$ cat src/rtl/m16_pkg.sv
// Shared M16 telemetry definitions, used by both the framer and the decoder.
package m16_pkg;
  localparam int M16_WORD_W = 12;
  localparam int M16_ADDR_W = 11;
  localparam logic [M16_WORD_W-1:0] M16_SYNC_DEFAULT = 12'hE2B;

  typedef enum logic [1:0] {HUNT, VERIFY, LOCK} m16_state_e;

  typedef struct packed {
    logic [M16_WORD_W-1:0] word;
    logic [M16_ADDR_W-1:0] addr;
  } m16_wr_t;
endpackage

$ cat src/rtl/m16_sync_detect.sv
// M16 receive shift register plus frame-marker comparator. word/hit reflect the
// value the register will hold after the current strobe, so callers act on it in the same cycle.
module m16_sync_detect
  import m16_pkg::*;
#(
  parameter logic [M16_WORD_W-1:0] SYNC_WORD = M16_SYNC_DEFAULT
) (
  input  logic                  clk80MHz,
  input  logic                  rst,
  input  logic                  bitEn,
  input  logic                  dataBit,
  output logic [M16_WORD_W-1:0] word,
  output logic                  hit
);
  logic [M16_WORD_W-1:0] sr;

  assign word = {sr[M16_WORD_W-2:0], dataBit};
  assign hit  = (word == SYNC_WORD);

  always_ff @(posedge clk80MHz or posedge rst) begin
    if (rst)        sr <= '0;
    else if (bitEn) sr <= word;
  end
endmodule

$ cat src/rtl/m16_decoder.sv
// M16 serial frame decoder: HUNT/VERIFY/LOCK frame sync with flywheel, word write port.
// Define M16_DEC_STATS_EN to add the saturating oErrCnt port and an internal lock-loss count.
module m16_decoder
  import m16_pkg::*;
#(
  parameter logic [M16_WORD_W-1:0] SYNC_WORD     = M16_SYNC_DEFAULT,
  parameter int                    FRAME_WORDS   = 2048,
  parameter int                    VERIFY_FRAMES = 2,
  parameter int                    MISS_MAX      = 3
) (
  input  logic                  clk80MHz,
  input  logic                  rst,
  input  logic                  iBitEn,
  input  logic                  iBit,
  output logic [M16_WORD_W-1:0] oWord,
  output logic [M16_ADDR_W-1:0] oAddr,
  output logic                  oWE,
  output logic                  oFrameStart,
  output logic                  oLock,
  output logic                  oSyncErr
`ifdef M16_DEC_STATS_EN
  ,
  output logic [7:0]            oErrCnt
`endif
);
  localparam logic [M16_ADDR_W-1:0] LAST_ADDR = M16_ADDR_W'(FRAME_WORDS - 1);
  localparam logic [7:0]            VF_N      = 8'(VERIFY_FRAMES);
  localparam logic [7:0]            MM_N      = 8'(MISS_MAX);

  if (FRAME_WORDS < 2 || FRAME_WORDS > 2048 || VERIFY_FRAMES < 1 || VERIFY_FRAMES > 255 ||
      MISS_MAX < 1 || MISS_MAX > 255) begin : gBadParam
    $error("m16_decoder: parameter out of range");
  end

  m16_state_e            state;
  logic [3:0]            bitCnt;
  logic [M16_ADDR_W-1:0] wordCnt;
  logic [7:0]            hitCnt, missCnt;
  logic [M16_WORD_W-1:0] curWord;
  logic                  hit;
  m16_wr_t               wr;

  m16_sync_detect #(.SYNC_WORD(SYNC_WORD)) uSync (
    .clk80MHz(clk80MHz), .rst(rst), .bitEn(iBitEn), .dataBit(iBit), .word(curWord), .hit(hit)
  );

  // Word-complete decode shared by the FSM, write port and statistics.
  logic wordDone, atMarker, syncMiss, lockLost, doWrite;
  assign wordDone = iBitEn && (bitCnt == 4'd11) && (state != HUNT);
  assign atMarker = wordDone && (wordCnt == '0);
  assign syncMiss = atMarker && !hit;
  assign lockLost = syncMiss && (state == LOCK) && (missCnt + 8'd1 >= MM_N);
  assign doWrite  = wordDone && (((state == LOCK) && !lockLost) ||
                    ((state == VERIFY) && atMarker && hit && (hitCnt + 8'd1 >= VF_N)));

  assign oWord = wr.word;
  assign oAddr = wr.addr;

  always_ff @(posedge clk80MHz or posedge rst) begin
    if (rst) begin
      state       <= HUNT;
      bitCnt      <= '0;
      wordCnt     <= '0;
      hitCnt      <= '0;
      missCnt     <= '0;
      wr          <= '0;
      oWE         <= 1'b0;
      oFrameStart <= 1'b0;
      oLock       <= 1'b0;
      oSyncErr    <= 1'b0;
    end else begin
      oWE         <= doWrite;
      oFrameStart <= doWrite && (wordCnt == '0);
      oSyncErr    <= syncMiss;
      if (doWrite) begin
        wr.word <= curWord;
        wr.addr <= wordCnt;
      end
      if (iBitEn) begin
        if (state != HUNT) begin
          bitCnt <= (bitCnt == 4'd11) ? 4'd0 : bitCnt + 4'd1;
          if (bitCnt == 4'd11) wordCnt <= (wordCnt == LAST_ADDR) ? '0 : wordCnt + 11'd1;
        end
        case (state)
          HUNT: if (hit) begin
            // The marker just seen is word 0; the next bit starts word 1.
            state   <= VERIFY;
            bitCnt  <= 4'd0;
            wordCnt <= 11'd1;
            hitCnt  <= 8'd1;
          end
          VERIFY: if (atMarker) begin
            if (hit) begin
              hitCnt <= hitCnt + 8'd1;
              if (doWrite) begin
                state   <= LOCK;
                oLock   <= 1'b1;
                missCnt <= '0;
              end
            end else begin
              state <= HUNT;
            end
          end
          LOCK: if (atMarker) begin
            if (hit) missCnt <= '0;
            else if (lockLost) begin
              state <= HUNT;
              oLock <= 1'b0;
            end else missCnt <= missCnt + 8'd1;
          end
          default: state <= HUNT;
        endcase
      end
    end
  end

`ifdef M16_DEC_STATS_EN
  logic [7:0]  errCnt;
  logic [15:0] lockLossCnt;
  assign oErrCnt = errCnt;

  // Counts the miss in the same cycle oSyncErr is raised, so both change together.
  always_ff @(posedge clk80MHz or posedge rst) begin
    if (rst) begin
      errCnt      <= '0;
      lockLossCnt <= '0;
    end else begin
      if (syncMiss && errCnt != 8'hFF) errCnt <= errCnt + 8'd1;
      if (lockLost && lockLossCnt != 16'hFFFF) lockLossCnt <= lockLossCnt + 16'd1;
    end
  end
`endif
endmodule

$ cat config.mk
export PLATFORM = sky130hd
export DESIGN_NAME = m16_decoder
export DESIGN_NICKNAME = d
export VERILOG_FILES = /design/src/rtl/m16_pkg.sv /design/src/rtl/m16_sync_detect.sv /design/src/rtl/m16_decoder.sv
export SDC_FILE = /design/constraint.sdc
export NUM_CORES = 1
export LEC_CHECK = 0
export CAP_MARGIN = 5
export CORE_AREA = 2 2 144 76
export DETAILED_ROUTE_END_ITERATION = 8
export DIE_AREA = 0 0 146 78
export DONT_BUFFER_PORTS = 1
export GPL_TIMING_DRIVEN = 0
export HOLD_SLACK_MARGIN = 0.12
export PLACE_DENSITY = 0.5
export RECOVER_POWER = 50
export REMOVE_ABC_BUFFERS = 1
export SKIP_LAST_GASP = 1
export SYNTH_ARGS = -nofsm -noshare
export SYNTH_HDL_FRONTEND = slang
export SYNTH_SLANG_ARGS = --single-unit
$ cat constraint.sdc
create_clock -name clk80MHz -period 3.2 [get_ports clk80MHz]
set_clock_uncertainty 0.05 [all_clocks]
set_input_delay 0.64 -clock clk80MHz [delete_from_list [all_inputs] [get_ports clk80MHz]]
set_output_delay 0.64 -clock clk80MHz [all_outputs]
set_load 0.01 [all_outputs]
# Yosys cells after proc, flatten, opt, wreduce, memory -nomap -nowiden
# Index checks and enable logic that the tools add are counted.
dict set report word_totals {
  register_bits 71
  latch_bits 0
  mem_bits_rw 0
  mem_bits_ro 0
  output_inout_bits 27
  elab_cells 91
  n_memories 0
}
dict set report op_classes {
  add_sub_neg 4
  n_mul 0
  div 0
  magnitude_cmp 2
  n_eq_ne 14
  shift 0
  n_mux 35
  bitwise 0
  reduce_logical 24
}
# cell n
set ops {}
lappend ops {{$mux 8} 9}
lappend ops {{$mux 11} 5}
lappend ops {{$pmux 8 s2} 2}
lappend ops {{$add 8x1->8 const B} 2}
lappend ops {{$ge 8x2->1 const B} 2}
lappend ops {{$mux 4} 4}
lappend ops {{$mux 2} 7}
lappend ops {{$ne 2x2->1 const B} 7}
lappend ops {{$reduce_and 7->1} 2}
lappend ops {{$eq 12x12->1 const B} 1}
lappend ops {{$logic_and 1x1->1} 12}
lappend ops {{$add 11x1->11 const B} 1}
lappend ops {{$eq 11x11->1 const B} 1}
lappend ops {{$logic_not 11->1} 1}
lappend ops {{$reduce_and 8->1} 1}
lappend ops {{$mux 1} 6}
lappend ops {{$ne 3x3->1 const B} 2}
lappend ops {{$pmux 2 s3} 1}
lappend ops {{$reduce_bool 2->1} 3}
lappend ops {{$reduce_and 5->1} 1}
lappend ops {{$add 4x1->4 const B} 1}
lappend ops {{$eq 4x4->1 const B} 1}
lappend ops {{$eq 2x1->1 const B} 1}
lappend ops {{$eq 2x2->1 const B} 1}
lappend ops {{other kinds (4)} 5}

# Longest topological paths before layout
# Gate-level depths: netlist of run 1.
dict set report depth {
  depth_word 15
  depth_mapped 11
  depth_no_buf 8
}

# Hierarchy
# Synthesis of run 1 repeated with hierarchy kept, for this count alone.
dict set report unflattened {
  cells_unflattened 314
  hier_area_um2 3548.4
}
# module n_inst cells_each area_per_inst_um2 seq_area_each_um2
set by_module_without_submodules {}
lappend by_module_without_submodules {m16_decoder 1 285 3095.5 1501.4}
lappend by_module_without_submodules {m16_sync_detect 1 29 452.9 275.3}

# Least setup slack after synthesis of run 1
# No wires, ideal clock.
dict set report synth_timing {
  path_type {register to register}
  start {register hitCnt[0]}
  end {register wr, in the netlist oAddr[7]}
  setup_ns 0.125
  arrival_time_ns 2.222
  slack_ns 0.803
  path_stages_with_launch 10
  n_path_buf 1
  cell_sequence {dfrtp_1 > ha_1 > nand3_2 > mux2i_1 > mux2i_1 > nor4b_4 > nor4_2 > o21ai_4 > buf_6 > mux2_4}
}
dict set report synth_via {
  elab_chain_cells 5
}
# item line_no
set synth_lines {}
lappend synth_lines {{start: declaration} m16_decoder.sv:38} ;# logic [7:0] hitCnt, missCnt;
lappend synth_lines {{start signal: assignment} m16_decoder.sv:94} ;# hitCnt <= hitCnt + 8'd1;
lappend synth_lines {{$add 8x1->8} m16_decoder.sv:54} ;# ((state == VERIFY) && atMarker && hit && (hitCnt + 8'd1 >= VF_N)));
lappend synth_lines {{$ge 8x2->1} m16_decoder.sv:54}
lappend synth_lines {{$logic_and 1x1->1} m16_decoder.sv:54}
lappend synth_lines {{$logic_or 1x1->1} m16_decoder.sv:53} ;# assign doWrite = wordDone && (((state == LOCK) && !lockLost) ||
lappend synth_lines {{$logic_and 1x1->1} m16_decoder.sv:53}
lappend synth_lines {{end: declaration} m16_decoder.sv:41} ;# m16_wr_t wr;
# No other way between the ends.
# A chain may end at the register's enable or synchronous reset.

# Worst setup path in the final report of run 1
dict set report layout_timing {
  start {register hitCnt[0]}
  end {register wr, in the netlist oWord[6]}
}
# The elaborated chain is that of the path after synthesis.

==> impl_metrics.csv, run 1 <==
group,metric,value,unit
synthesis,yosysUniqueCellTypes,55,
placed_design,gp_congestion,0.779,
power,p_sw,0.000503,W
synthesis,yosysSeqAreaShare,51.5,%
die,rows,26,
worst_setup_path,setup.worst_path.start,"hitCnt[0]",
grt,grt_max_degree,72,
clocking,ctsResizeCount,0,
clocking,cts_buffer_depth,2,
worst_setup_path,path_cells,"ha_1, nand3_2, mux2i_1, mux2i_1, nor4b_4, nor4_4, o21ai_4, mux2_4",
synthesis,syn_inst,299,
grt,grt_pass1_wl,10.9,mm
drt,drc,0,
drt,first_pass_iters,4,
die,initial_core_util,34.4,%
worst_setup_path,crit_type,"flop to flop",
die,die_w,146,um
final_layout,finalNetCount,312,
hold_path,holdCritStartpoint,"iBitEn",
timing,max_freq,348,MHz
clocking,clkTransAtPathRegs,0.05,ns
placed_design,dp_hpwl,4.31,mm
timing,finalCriticalPeriod,2.87,ns
timing,maxSlewHeadroom,0.468,%
final_layout,fin_cells,444,
die,core-area,10000,um^2
placed_design,dp.cells,429,
outcome,status,"finished with violations",
synthesis,ys_ff_latch,71,
clocking,clk_latency,0.33,ns
clocking,h-tree-depth,3,
final_layout,utilization,38.3,%
worst_setup_path,critPathCaptureType,"flop",
clocking,cts_root_buf,"clkbuf_16",
timing,slew_viol_final,0,
power,ir_drop,0.192,mV
final_layout,layout_common_cells,"71 x dfrtp_1, 23 x nand2_1, 22 x o21ai_0",
power,p_int,0.00158,W
timing,fin_tns_setup,0,ns
synthesis,synthesis.area,3450,um^2
synthesis,synthArstFlopShare,100,%
power,pwr-share-seq,51.0,%
outcome,violations,"max-capacitance violations",
drt,vias,2259,
clocking,postCtsSetupBuffers,0,
power,swShare,24.2,%
timing,hold_viol,0,
grt,grtUsageTotal,12.2,%
worst_setup_path,crit_top_cell,"mux2i_1",
worst_setup_path,worstPathArrival,3.04,ns
worst_setup_path,r2r-start,"hitCnt[0]",
flow_run,max_cap_viol_count,1,
die,fp.dieH,78,um
timing,tightest_slew,1.49,ns
worst_setup_path,crit_fanout,12,
synthesis,avgSynthCellArea,11.5,um^2
drt,wire_per_inst,15.0,um
power,leakage,1.80,nW
hold_path,min_path_type,"input port to flop",
drt,wl,6.66,mm
synthesis,synth_ff_type,"dfrtp_1",
die,ios,31,
placed_design,place_area,3570,um^2
timing,rsz0062_at_grt,"false",
final_layout,drive_gt1_share,17.4,%
timing,setup_violations,0,
clocking,cts_tree,"done",
power,p_clk_share,41.0,%
final_layout,diodes,0,
drt,drt_iter0_drc,128,
die,dieArea,11400,um^2
drt,via_per_inst,5.09,
clocking,clkSinkCount,71,
worst_setup_path,cp_slowest_cell,"o21ai_4",
worst_setup_path,critPathMaxStageDelay,0.56,ns
clocking,cts_hold_buffers,0,
final_layout,fin_area,3840,um^2
clocking,cts_buffers,9,
worst_setup_path,startpoint_type,"flop",
grt,antenna_found_initial,0,
synthesis,synth_edf_count,0,
final_layout,final_common_cell,"dfrtp_1",
placed_design,io_buffer_count,0,
power,power_frac_comb,8.0,%
synthesis,ys_warn_count,0,
drt,ant_nets,0,
final_layout,syn_to_final_growth,11.3,%
grt,gr-total-overflow,0,
worst_setup_path,worstPathRequired,3.36,ns
timing,fin_crit_sh,89.8,%
grt,grt_pass1_vias,2117,
power,power_density,542,nW/um^2
cells by family (layout without fill, tap and decap cells):
group	count (synthesis)	count (layout)	share of synthesized area (%)
buffers and inverters	20	24	2.76
AO/OA/AOI/OAI	58	59	11.4
multiplexers	38	38	14.3
adder cells (fa/ha/maj)	7	7	2.54
flip-flops	71	71	51.5
AND/OR/NAND/NOR	99	99	15.9
XOR/XNOR	6	6	1.52
worst paths after layout:
check / cells past startpoint / endpoint / slack, ns
worst min-delay path: 1 / wordCnt[8] / 0.36
worst max register to register: 8 / oWord[6] / 0.33
worst min register to register: 1 / missCnt[7] / 0.46
max in group asynchronous: 1 / wordCnt[3] / 1.62
min in group asynchronous: 1 / oWord[7] / 0.58
worst max-delay path: 8 / oWord[6] / 0.33
layout make-up:
class	instances	area [um^2]
Tap cell	140	175
Sequential cell	71	1780
Clock inverter	1	7.51
Fill cell	978	6180
Clock buffer	13	240
Inverter	10	37.5
Multi-Input combinational cell	209	1600
power groups by stage:
stage          clock network (W)  logic, W  registers [W]
3_3_place_gp                   0  0.000164        0.00107
3_5_place_dp                   0  0.000169        0.00107
4_1_cts                 0.000885  0.000171        0.00106
6_report                0.000853  0.000166        0.00106
5_1_grt                 0.000920  0.000194        0.00107
2_1_floorplan                  0  0.000142        0.00105
layer usage:
layer / wire length, um / up-vias / GRT usage [%]
met4: 108 / 0 / 4.66
met5: 0 / - / 0
met1: 3280 / 1114 / 16.1
met3: 313 / 11 / 4.82
li1: - / 1093 / -
met2: 2950 / 41 / 18.0
cells in the mapped netlist, drive strengths merged (4+ instances only):
cell type | count | share of area [%]
dfrtp | 71 | 52
mux2 | 34 | 13
o21ai | 24 | 3.8
nand2 | 23 | 2.5
nor2 | 19 | 2.1
nand3 | 13 | 2.0
inv | 10 | 1.1
and2 | 7 | 1.3
ha | 7 | 2.5
a21oi | 6 | 0.87
a31oi | 6 | 1.5
and3 | 6 | 1.1
buf | 6 | 1.2
nand4 | 5 | 0.91
nor3 | 5 | 0.73
xor2 | 5 | 1.3
a21o | 4 | 0.87
clkbuf | 4 | 0.47
mux2i | 4 | 1.2
nor4 | 4 | 0.91
o41ai | 4 | 1.0
sequential cells by signal (all words and copies together), names as in the netlist, 2 cells and up:
register,count
oWord,12
hitCnt,8
wordCnt,11
state,2
oAddr,11
uSync.sr,11
bitCnt,4
missCnt,8
metrics by stage:
| step | total power (W) | setup slack [ns] | hold WS [ns] |
|---|---|---|---|
| 2_1_floorplan | 0.00119 | 0.467 | 0.418 |
| 3_3_place_gp | 0.00124 | -0.0488 | 0.436 |
| 3_5_place_dp | 0.00124 | 0.0274 | 0.446 |
| 4_1_cts | 0.00212 | 0.0125 | 0.342 |
| 5_1_grt | 0.00219 | 0.119 | 0.347 |
| 6_report | 0.00208 | 0.326 | 0.358 |
critical path: cells and delay by family, from the launching register on:
family,cells,cell delay [ns]
and+or+nand+nor,3,0.72
DFF,1,0.46
AOI/OAI and AO/OA,1,0.56
adders and majority gates,1,0.30
muxes,3,0.67
No activity file was read; power rests on OpenSTA's default activity.
==> inputs of run 2 (changes only) <==
--- a/config.mk
+++ b/config.mk
@@ -15,7 +15,6 @@
 export PLACE_DENSITY = 0.5
 export RECOVER_POWER = 50
 export REMOVE_ABC_BUFFERS = 1
-export SKIP_LAST_GASP = 1
 export SYNTH_ARGS = -nofsm -noshare
 export SYNTH_HDL_FRONTEND = slang
 export SYNTH_SLANG_ARGS = --single-unit
==> results of run 2 <==
The final DEF is identical to that of run 1; final timing and power are the same.
